$ cat src/rtl/hack_rom_arbiter.sv
// ---------------------------------------------------------------------------
// hack_rom_arbiter
//
// Shares the single synchronous-read port of the Hack instruction ROM between
// the CPU instruction fetch (primary) and a debug/loader read port
// (secondary). Fixed priority favours the CPU. A streak counter bounds how
// long debug can be starved: once STARVE_LIMIT consecutive fetch grants have
// been issued while debug waited, debug gets exactly one grant.
//
// The ROM has one cycle of read latency. A grant in cycle t returns data and a
// one-cycle valid strobe to the same owner in cycle t+1.
//
// Ports:
//   clock       system clock, all state on the rising edge
//   reset_n     asynchronous active-low reset
//   f_req       CPU fetch request
//   f_addr      CPU fetch address (held while f_req & ~f_gnt)
//   f_gnt       fetch granted this cycle (combinational)
//   f_stall     f_req & ~f_gnt, CPU must hold its PC
//   f_valid     fetch data valid (registered)
//   f_data      fetch word, zero when f_valid is low
//   d_req       debug read request
//   d_addr      debug address (held while d_req & ~d_gnt)
//   d_gnt       debug granted this cycle (combinational)
//   d_valid     debug data valid (registered)
//   d_data      debug word, zero when d_valid is low
//   rom_addr    address to the ROM, sampled on the rising edge
//   rom_data    ROM output, valid the cycle after the address is sampled
//   starve_cnt  current streak count, zero-extended/truncated to 4 bits
// ---------------------------------------------------------------------------
module hack_rom_arbiter #(
  parameter int ADDR_W       = 15,
  parameter int DATA_W       = 16,
  parameter int STARVE_LIMIT = 8
) (
  input  logic              clock,
  input  logic              reset_n,
  input  logic              f_req,
  input  logic [ADDR_W-1:0] f_addr,
  output logic              f_gnt,
  output logic              f_stall,
  output logic              f_valid,
  output logic [DATA_W-1:0] f_data,
  input  logic              d_req,
  input  logic [ADDR_W-1:0] d_addr,
  output logic              d_gnt,
  output logic              d_valid,
  output logic [DATA_W-1:0] d_data,
  output logic [ADDR_W-1:0] rom_addr,
  input  logic [DATA_W-1:0] rom_data,
  output logic [3:0]        starve_cnt
);

  localparam int CNT_W = $clog2(STARVE_LIMIT + 1);
  localparam int EXT_W = (CNT_W > 4) ? CNT_W : 4;
  localparam logic [CNT_W-1:0] LIMIT = CNT_W'(STARVE_LIMIT);

  logic [CNT_W-1:0]  streak_q, streak_d;
  logic [ADDR_W-1:0] last_addr_q, last_addr_d;
  logic              f_valid_q, d_valid_q;
  logic [EXT_W-1:0]  streak_ext;

  // Grants are suppressed while reset is held so that rom_addr reads zero
  // immediately on reset assertion, even if a requester is active.
  always_comb begin
    f_gnt = 1'b0;
    d_gnt = 1'b0;
    if (reset_n) begin
      if (d_req && (!f_req || (streak_q == LIMIT))) begin
        d_gnt = 1'b1;
      end else if (f_req) begin
        f_gnt = 1'b1;
      end
    end
  end

  assign f_stall = f_req & ~f_gnt;

  // When idle the ROM keeps seeing the last address rather than whatever is
  // floating on the request buses.
  always_comb begin
    if (f_gnt) begin
      rom_addr = f_addr;
    end else if (d_gnt) begin
      rom_addr = d_addr;
    end else begin
      rom_addr = last_addr_q;
    end
  end

  assign last_addr_d = rom_addr;

  // The streak only grows while debug is actually waiting behind a fetch; a
  // withdrawn debug request or a debug grant clears it.
  always_comb begin
    streak_d = streak_q;
    if (d_gnt || !d_req) begin
      streak_d = '0;
    end else if (f_gnt) begin
      if (streak_q != LIMIT) begin
        streak_d = streak_q + 1'b1;
      end
    end
  end

  always_ff @(posedge clock or negedge reset_n) begin
    if (!reset_n) begin
      streak_q    <= '0;
      last_addr_q <= '0;
      f_valid_q   <= 1'b0;
      d_valid_q   <= 1'b0;
    end else begin
      streak_q    <= streak_d;
      last_addr_q <= last_addr_d;
      f_valid_q   <= f_gnt;
      d_valid_q   <= d_gnt;
    end
  end

  // The ROM output register is shared; the owner tag is simply which valid
  // strobe is high, and the other port is forced to zero.
  assign f_valid = f_valid_q;
  assign d_valid = d_valid_q;
  assign f_data  = f_valid_q ? rom_data : '0;
  assign d_data  = d_valid_q ? rom_data : '0;

  assign streak_ext = EXT_W'(streak_q);
  assign starve_cnt = streak_ext[3:0];

endmodule
$ cat config.mk
export PLATFORM = sky130hd
export DESIGN_NAME = hack_rom_arbiter
export DESIGN_NICKNAME = d
export VERILOG_FILES = /design/src/rtl/hack_rom_arbiter.sv
export SDC_FILE = /design/constraint.sdc
export NUM_CORES = 1
export LEC_CHECK = 0
export ABC_AREA = 1
export CORE_MARGIN = 1.5
export CORE_UTILIZATION = 36
export CTS_BUF_LIST = sky130_fd_sc_hd__clkbuf_8
export CTS_CLUSTER_DIAMETER = 150
export DETAILED_ROUTE_END_ITERATION = 8
export PLACE_DENSITY = 0.92
export SLEW_MARGIN = 10
export SYNTH_ARGS = -nofsm -noshare
export SYNTH_HDL_FRONTEND = slang
export SYNTH_SLANG_ARGS = --single-unit
$ cat constraint.sdc
create_clock -name clock -period 2.13 [get_ports clock]
set_clock_uncertainty 0.1 [all_clocks]
set_input_delay 0.3195 -clock clock [delete_from_list [all_inputs] [get_ports clock]]
set_output_delay 0.3195 -clock clock [all_outputs]
set_load 0.005 [all_outputs]
==> impl_metrics.sql, run 1 <==
INSERT INTO impl_metrics (metric_group, metric, value, unit) VALUES
('yosys', 'synth.top_cell.area_share', '0.348', ''),
('yosys', 'synth_top_cells_by_area', 'sky130_fd_sc_hd__dfrtp_1 35%, sky130_fd_sc_hd__nand2_1 20%, sky130_fd_sc_hd__inv_1 17%, sky130_fd_sc_hd__nand4_1 6.2%, sky130_fd_sc_hd__nand3_1 5.6%', ''),
('placement', 'cell_area_after_placement', '2690', 'um2'),
('floorplan', 'fp-row-count', '23', ''),
('global_route', 'pin_count_of_the_biggest_net_entering_global_routing', '39', ''),
('finish', 'final_util', '0.821', ''),
('critical_path', 'crit_required', '1.71', 'ns'),
('placement', 'place.gp.congestion', '0.755', ''),
('placement', 'dp.cells', '393', ''),
('finish', 'finalInstanceArea', '3310', 'um2'),
('critical_path', 'cp_cell_sequence', 'inv_2 -> ha_4 -> nand3_4 -> nand2_8 -> nand3_4 -> buf_4 -> nand2_1 -> nand3_2 -> nand2_2 -> buf_2', ''),
('yosys', 'synthMostInstantiatedCell', 'sky130_fd_sc_hd__nand2_1', ''),
('finish', 'share_of_final_layout_standard_cells_stronger_than_drive_strength_1', '0.303', ''),
('timing', 'fin_worst_hold_slack', '0.0502', 'ns'),
('routing', 'vias_per_cell', '4.76', ''),
('yosys', 'synth_enable_flop_cells', '0', ''),
('critical_path', 'worstSetupPathType', 'flip-flop to output port', ''),
('finish', 'final_net_count', '449', ''),
('yosys', 'syn_area_per_cell', '6.45', 'um2'),
('yosys', 'synth_seq_cells', '21', ''),
('yosys', 'synth_async_sr_flop_share', '1.00', ''),
('critical_path', 'crit_path_max_fanout', '5', ''),
('run_status', 'failed_checks', 'negative setup slack', ''),
('timing', 'grt_setup_unrepaired', 'true', ''),
('critical_path', 'slowest_delay', '0.40', 'ns'),
('power_and_ir_drop', 'power.density', '448', 'nW/um2'),
('critical_path', 'ff2ff_setup_slack', '0', 'ns'),
('global_route', 'grt_first_pass_wirelength', '9.44', 'mm'),
('worst_hold_path', 'min_path_type', 'input pin to async pin', ''),
('yosys', 'synthTopCellsByCount', '82 x sky130_fd_sc_hd__nand2_1, 67 x sky130_fd_sc_hd__inv_1, 21 x sky130_fd_sc_hd__dfrtp_1', ''),
('run_status', 'outcome', 'complete, but fails checks', ''),
('yosys', 'ys_types', '21', ''),
('global_route', 'via_count_of_the_first_global_routing_pass', '2027', ''),
('timing', 'timing.final.max_slew_violations', '0', ''),
('power_and_ir_drop', 'pwr-share-seq', '0.320', ''),
('placement', 'post-place-ws', '-0.249', 'ns'),
('timing', 'post_route_setup_tns', '-0.406', 'ns'),
('critical_path', 'reg2reg_to', 'last_addr_q[1]$_DFF_PN0_', ''),
('floorplan', 'floorplan.io_pins', '106', ''),
('critical_path', 'critical_path.top_delay_family', 'simple AND/OR/NAND/NOR gates', ''),
('clock_network', 'cts.root.buffer_cell', 'sky130_fd_sc_hd__clkbuf_8', ''),
('routing', 'drt_iter0_markers', '59', ''),
('routing', 'detail_route.drc_violations', '0', ''),
('power_and_ir_drop', 'net_switching_power_of_the_design', '0.456', 'mW'),
('power_and_ir_drop', 'intPower', '1.03', 'mW'),
('yosys', 'synthesized_instance_count', '234', ''),
('critical_path', 'cp.buffers_inverters', '3', ''),
('critical_path', 'crit_slowest_cell', 'sky130_fd_sc_hd__dfrtp_1', ''),
('yosys', 'synth_area', '1510', 'um2'),
('yosys', 'synth-main-ff-cell', 'sky130_fd_sc_hd__dfrtp_1', ''),
('global_route', 'global_route.overflow_total', '0', ''),
('power_and_ir_drop', 'power.static_leakage', '1.89', 'nW'),
('timing', 'post_route_worst_setup_slack', '-0.0639', 'ns'),
('timing', 'setup_viol', '14', ''),
('floorplan', 'chipWidth', '67.8', 'um'),
('timing', 'clock.fmax', '456', 'MHz'),
('floorplan', 'height_of_the_die', '67.8', 'um'),
('timing', 'layout_min_cycle_time', '2.19', 'ns'),
('run', 'maxCapViolCount', '0', ''),
('finish', 'diodes_inserted', '0', ''),
('yosys', 'synthesis.nets', '286', ''),
('finish', 'filler_cell_count', '251', ''),
('yosys', 'synth.largest_area_cell', 'sky130_fd_sc_hd__dfrtp_1', ''),
('critical_path', 'worstSetupStartpoint', 'starve_cnt[0]$_DFFE_PN0P_', ''),
('timing', 'maxSlewHeadroom', '0.672', ''),
('clock_network', 'cts-buffers-inserted', '3', ''),
('critical_path', 'worst_path_most_repeated_cell', 'sky130_fd_sc_hd__nand3_4', ''),
('critical_path', 'worstPathArrival', '1.77', 'ns'),
('clock_network', 'clk_transition_reported_paths', '0.08', 'ns'),
('critical_path', 'startpoint_type', 'flip-flop', ''),
('power_and_ir_drop', 'power.clock.fraction', '0.173', '');
registers in the layout (all words and copies together) (netlist names):
name and flops:
d_valid 1, f_valid 1, starve_cnt 4, last_addr_q 15
how the worst max path moves through the flow:
stage / endpoint / slack, ns / cells past startpoint
after floorplan: rom_addr[0] / 0.37 / 10
after global placement: rom_addr[6] / -0.24 / 8
after detailed placement: rom_addr[5] / -0.25 / 8
after CTS: last_addr_q[5]$_DFF_PN0_ / -0.07 / 16
after global routing: rom_addr[1] / -0.14 / 10
final: rom_addr[1] / -0.06 / 10
metal layers:
metal	part of all wire	global-route usage	vias up
met5	0	0	-
met4	0.026	0.0975	0
met3	0.092	0.0583	21
met2	0.52	0.527	123
met1	0.36	0.289	968
li1	-	-	1009
area by class of cell:
cell class	instances	area, um2	area share
multi-input combinational	132	771	0.233
inverter	70	275	0.0832
tap	50	62.6	0.0189
timing repair buffer	167	1610	0.487
sequential	21	526	0.159
clock inverter	1	3.75	0.00113
clock buffer	3	41.3	0.0125
timing repair inverter	2	17.5	0.00529
layout by cell type, fill, tap and decap left out, types with 2 or more instances in the layout:
| cell | netlist | routed |
|---|---|---|
| sky130_fd_sc_hd__nand2_2 | 0 | 14 |
| sky130_fd_sc_hd__nand4_1 | 15 | 15 |
| sky130_fd_sc_hd__nand3_2 | 0 | 10 |
| sky130_fd_sc_hd__buf_2 | 3 | 14 |
| sky130_fd_sc_hd__nor2_1 | 4 | 4 |
| sky130_fd_sc_hd__buf_4 | 1 | 31 |
| sky130_fd_sc_hd__buf_8 | 1 | 2 |
| sky130_fd_sc_hd__nand3_4 | 2 | 3 |
| sky130_fd_sc_hd__clkbuf_8 | 0 | 3 |
| sky130_fd_sc_hd__nand2_8 | 0 | 2 |
| sky130_fd_sc_hd__nand2_1 | 82 | 68 |
| sky130_fd_sc_hd__inv_1 | 67 | 66 |
| sky130_fd_sc_hd__dfrtp_1 | 21 | 21 |
| sky130_fd_sc_hd__xor2_1 | 2 | 2 |
| sky130_fd_sc_hd__inv_6 | 1 | 2 |
| sky130_fd_sc_hd__clkdlybuf4s50_1 | 0 | 85 |
| sky130_fd_sc_hd__buf_12 | 0 | 4 |
| sky130_fd_sc_hd__dlygate4sd2_1 | 0 | 3 |
| sky130_fd_sc_hd__buf_6 | 2 | 26 |
| sky130_fd_sc_hd__inv_2 | 2 | 4 |
| sky130_fd_sc_hd__nand3_1 | 17 | 7 |
repair_timing:
action,4_1_cts,5_1_grt
endpoints found under the setup margin,18,23
hold buffers,0,0
pin swaps,28,17
hold endpoints to repair,0,0
gates cloned,3,1
gates resized for setup,106,23
buffers inserted,52,5
cells by family (layout without fill, tap and decap cells):
group | count (synthesis) | in the layout | share of synthesized area
xor+xnor | 2 | 2 | 0.0116
simple gates | 123 | 124 | 0.378
buf+inv | 82 | 243 | 0.229
flops | 21 | 21 | 0.348
fa+ha+maj | 2 | 2 | 0.0166
compound gates | 4 | 4 | 0.0166
power groups by stage:
stage	registers, mW	clock network, mW	logic [mW]
finish	0.475	0.257	0.752
global route	0.479	0.276	0.805
CTS	0.473	0.260	0.702
detailed placement	0.481	0	0.469
global placement	0.476	0	0.461
floorplan	0.469	0	0.177
worst reg2reg max path, delay by kind of cell (launching register included):
| kind | cells | cell delay [ns] |
|---|---|---|
| and+or+nand+nor | 5 | 0.47 |
| DFF | 1 | 0.40 |
| buffers and inverters | 8 | 0.92 |
| adders and majority gates | 1 | 0.14 |
Power figures use the tool's default switching activity.
==> run 2, diff against run 1 <==
SLEW_MARGIN = not set   (was 10)
==> results of run 2 <==
No change in the layout: final DEF, timing and power equal those of run 1.
==> run 3, diff against run 2 <==
REMOVE_ABC_BUFFERS = 1   (was not set)
TNS_END_PERCENT = 10   (was not set)
==> impl_metrics.sql, run 3 (synthesized netlist as in run 1, its figures left out) <==
INSERT INTO impl_metrics (metric_group, metric, value, unit) VALUES
('critical_path', 'cp_cell_sequence', 'inv_2 -> ha_4 -> nand3_4 -> nand2_4 -> nand2_4 -> nand2_8 -> inv_8 -> clkdlybuf4s50_1', ''),
('placement', 'dp_hpwl', '3.52', 'mm'),
('timing', 'post_route_worst_setup_slack', '-0.133', 'ns'),
('global_route', 'grt_first_pass_wirelength', '7.44', 'mm'),
('critical_path', 'startpoint_type', 'flip-flop', ''),
('floorplan', 'floorplan.io_pins', '106', ''),
('clock_network', 'tritoncts', 'yes', ''),
('finish', 'final_util', '0.719', ''),
('clock_network', 'cts.root.buffer_cell', 'sky130_fd_sc_hd__clkbuf_8', ''),
('critical_path', 'slowest_delay', '0.51', 'ns'),
('placement', 'post-place-ws', '-0.278', 'ns'),
('finish', 'share_of_final_layout_standard_cells_stronger_than_drive_strength_1', '0.188', ''),
('power_and_ir_drop', 'power.static_leakage', '1.65', 'nW'),
('placement', 'dp.cells', '394', ''),
('routing', 'avgRoutedWirePerCell', '12.6', 'um'),
('routing', 'detail_route.drc_violations', '0', ''),
('worst_hold_path', 'min_path_type', 'input pin to async pin', ''),
('finish', 'finish.cell_count_without_fillers', '411', ''),
('timing', 'maxSlewHeadroom', '0.546', ''),
('routing', 'drt_pass1_iterations', '4', ''),
('clock_network', 'cts-buffers-inserted', '3', ''),
('critical_path', 'worstSetupPathType', 'flip-flop to output port', ''),
('finish', 'area_of_the_multi_input_gates', '687', 'um2'),
('global_route', 'via_count_of_the_first_global_routing_pass', '1744', ''),
('critical_path', 'crit_slowest_cell', 'sky130_fd_sc_hd__clkdlybuf4s50_1', ''),
('routing', 'via_count', '1882', ''),
('clock_network', 'clk_transition_reported_paths', '0.08', 'ns'),
('clock_network', 'cts_max_path_buffers', '2', ''),
('routing', 'totalWireLength', '5.17', 'mm'),
('critical_path', 'endpoint_kind', 'output port', ''),
('clock_network', 'cts.sink_count', '21', ''),
('global_route', 'pin_count_of_the_biggest_net_entering_global_routing', '19', ''),
('floorplan', 'fp-row-count', '23', ''),
('routing', 'drt_iter0_markers', '40', ''),
('routing', 'vias_per_cell', '4.58', ''),
('global_route', 'grt.total_usage', '0.212', ''),
('clock_network', 'clock_latency', '0.26', 'ns'),
('global_route', 'antenna_found_initial', '0', ''),
('placement', 'numPortBuffers', '105', ''),
('finish', 'filler_cell_count', '309', ''),
('finish', 'final_net_count', '414', ''),
('power_and_ir_drop', 'ir_worst_vdd', '0.304', 'mV'),
('floorplan', 'initial_core_util', '0.375', ''),
('floorplan', 'design.die.area', '4590', 'um2'),
('finish', 'largest_register_ff_count', '15', ''),
('critical_path', 'cp.buffers_inverters', '3', ''),
('timing', 'layout_min_cycle_time', '2.26', 'ns'),
('power_and_ir_drop', 'power.density', '430', 'nW/um2'),
('critical_path', 'worstPathArrival', '1.84', 'ns'),
('floorplan', 'height_of_the_die', '67.8', 'um'),
('timing', 'clock.fmax', '442', 'MHz'),
('routing', 'final_antenna_net_count', '0', ''),
('run_status', 'outcome', 'complete, but fails checks', ''),
('timing', 'grt_setup_unrepaired', 'true', ''),
('critical_path', 'crit_required', '1.71', 'ns'),
('critical_path', 'crit_path_max_fanout', '18', ''),
('finish', 'layout.cells.most_common_list', '87 x sky130_fd_sc_hd__clkdlybuf4s50_1, 78 x sky130_fd_sc_hd__nand2_1, 65 x sky130_fd_sc_hd__inv_1', ''),
('timing', 'setup_viol', '11', ''),
('critical_path', 'critical_path.top_delay_family', 'buffers and inverters', ''),
('critical_path', 'worst_path_most_repeated_cell', 'sky130_fd_sc_hd__nand2_4', ''),
('finish', 'layout-area-overhead-vs-synth', '91.9', '%'),
('run_status', 'failed_checks', 'negative setup slack', ''),
('run', 'maxCapViolCount', '0', ''),
('finish', 'largest_reg_by_ff_count', 'last_addr_q', ''),
('floorplan', 'chipWidth', '67.8', 'um'),
('finish', 'final-seq-area', '528', 'um2'),
('timing', 'hold_viol_final', '0', ''),
('floorplan', 'floorplan.core_area', '4030', 'um2'),
('finish', 'diodes_inserted', '0', ''),
('global_route', 'global_route.overflow_total', '0', ''),
('timing', 'timing.final.max_slew_violations', '0', ''),
('timing', 'timing_worst_slew_pin_value', '0.678', 'ns'),
('clock_network', 'ctsHtreeMaxLevel', '1', ''),
('placement', 'place.gp.congestion', '0.854', ''),
('timing', 'period_share', '1.06', ''),
('finish', 'most_frequent_standard_cell_in_the_layout_excluding_fill_and_tap_cells', 'sky130_fd_sc_hd__clkdlybuf4s50_1', '');
-- run 3: cell types whose count changed in the layout (fill, tap and decap cells not counted), sizes merged, moves of 2 or more --
| cell | delta |
|---|---|
| clkdlybuf4s50 | +2 |
| inv | -3 |
| clkdlybuf4s15 | +8 |
| buf | -46 |
| clkbuf | +5 |
| dlygate4sd2 | -2 |
-- run 3: worst reg2reg max path, stage by stage, from the launching register on --
cell and delay (ns):
sky130_fd_sc_hd__dfrtp_1 0.40, sky130_fd_sc_hd__inv_2 0.09, sky130_fd_sc_hd__ha_4 0.14, sky130_fd_sc_hd__nand3_4 0.07, sky130_fd_sc_hd__nand2_4 0.12, sky130_fd_sc_hd__buf_4 0.19, sky130_fd_sc_hd__nand4_1 0.14, sky130_fd_sc_hd__nand3_4 0.09
sky130_fd_sc_hd__nand2_2 0.06, sky130_fd_sc_hd__buf_4 0.12, sky130_fd_sc_hd__buf_4 0.12, sky130_fd_sc_hd__buf_4 0.12
-- run 3: final timing paths --
| kind | startpoint | end | slack (ns) | depth (start not counted) |
|---|---|---|---|---|
| setup / recovery | starve_cnt[0]$_DFFE_PN0P_ | f_gnt | -0.13 | 8 |
| hold / removal | reset_n | starve_cnt[0]$_DFFE_PN0P_ | 0.08 | 3 |
| setup reg to reg | starve_cnt[0]$_DFFE_PN0P_ | last_addr_q[13]$_DFF_PN0_ | 0.28 | 11 |
| hold reg to reg | last_addr_q[3]$_DFF_PN0_ | last_addr_q[3]$_DFF_PN0_ | 0.47 | 4 |
| max in group asynchronous | reset_n | last_addr_q[2]$_DFF_PN0_ | 0.76 | 3 |
| min in group clock | reset_n | f_valid$_DFF_PN0_ | 0.46 | 5 |
-- run 3: cell type report --
cell class | instances | area share
clock buffer | 3 | 0.0142
multi-input combinational | 131 | 0.237
inverter | 70 | 0.0933
tap | 50 | 0.0216
timing repair buffer | 135 | 0.450
clock inverter | 1 | 0.00173
sequential | 21 | 0.182
-- run 3: per-layer routing --
metal,vias to the layer above,routed length [um],track usage,share of wire
met3,15,529,0.0567,0.10
met5,-,0,0,0
met4,0,148,0.0900,0.029
met2,110,2690,0.404,0.52
li1,932,-,-,-
met1,825,1810,0.213,0.35
-- run 3: metrics by stage --
step / power [mW] / hold slack [ns] / cell area, um2 / setup TNS, ns
after floorplan: 0.625 / -0.0761 / 1430 / 0
after CTS: 1.21 / 0.0668 / 2810 / -1.39
final: 1.25 / 0.0751 / 2900 / -0.807
after global placement: 0.938 / 0.191 / 2690 / -4.05
after global routing: 1.33 / 0.0760 / 2900 / -2.14
after detailed placement: 0.948 / 0.195 / 2690 / -4.09
-- run 3: what timing repair did --
item / in CTS / in global routing
hold buffers: 1 / 0
endpoints found under the hold margin: 13 / 0
setup endpoints to repair: 18 / 26
gates resized for setup: 46 / 22
gates cloned: 0 / 1
buffers inserted: 4 / 8
pin swaps: 8 / 5
-- run 3: report_power, final --
group	internal [mW]	switching, mW
registers	0.450	0.0230
clock network	0.131	0.142
logic	0.284	0.218
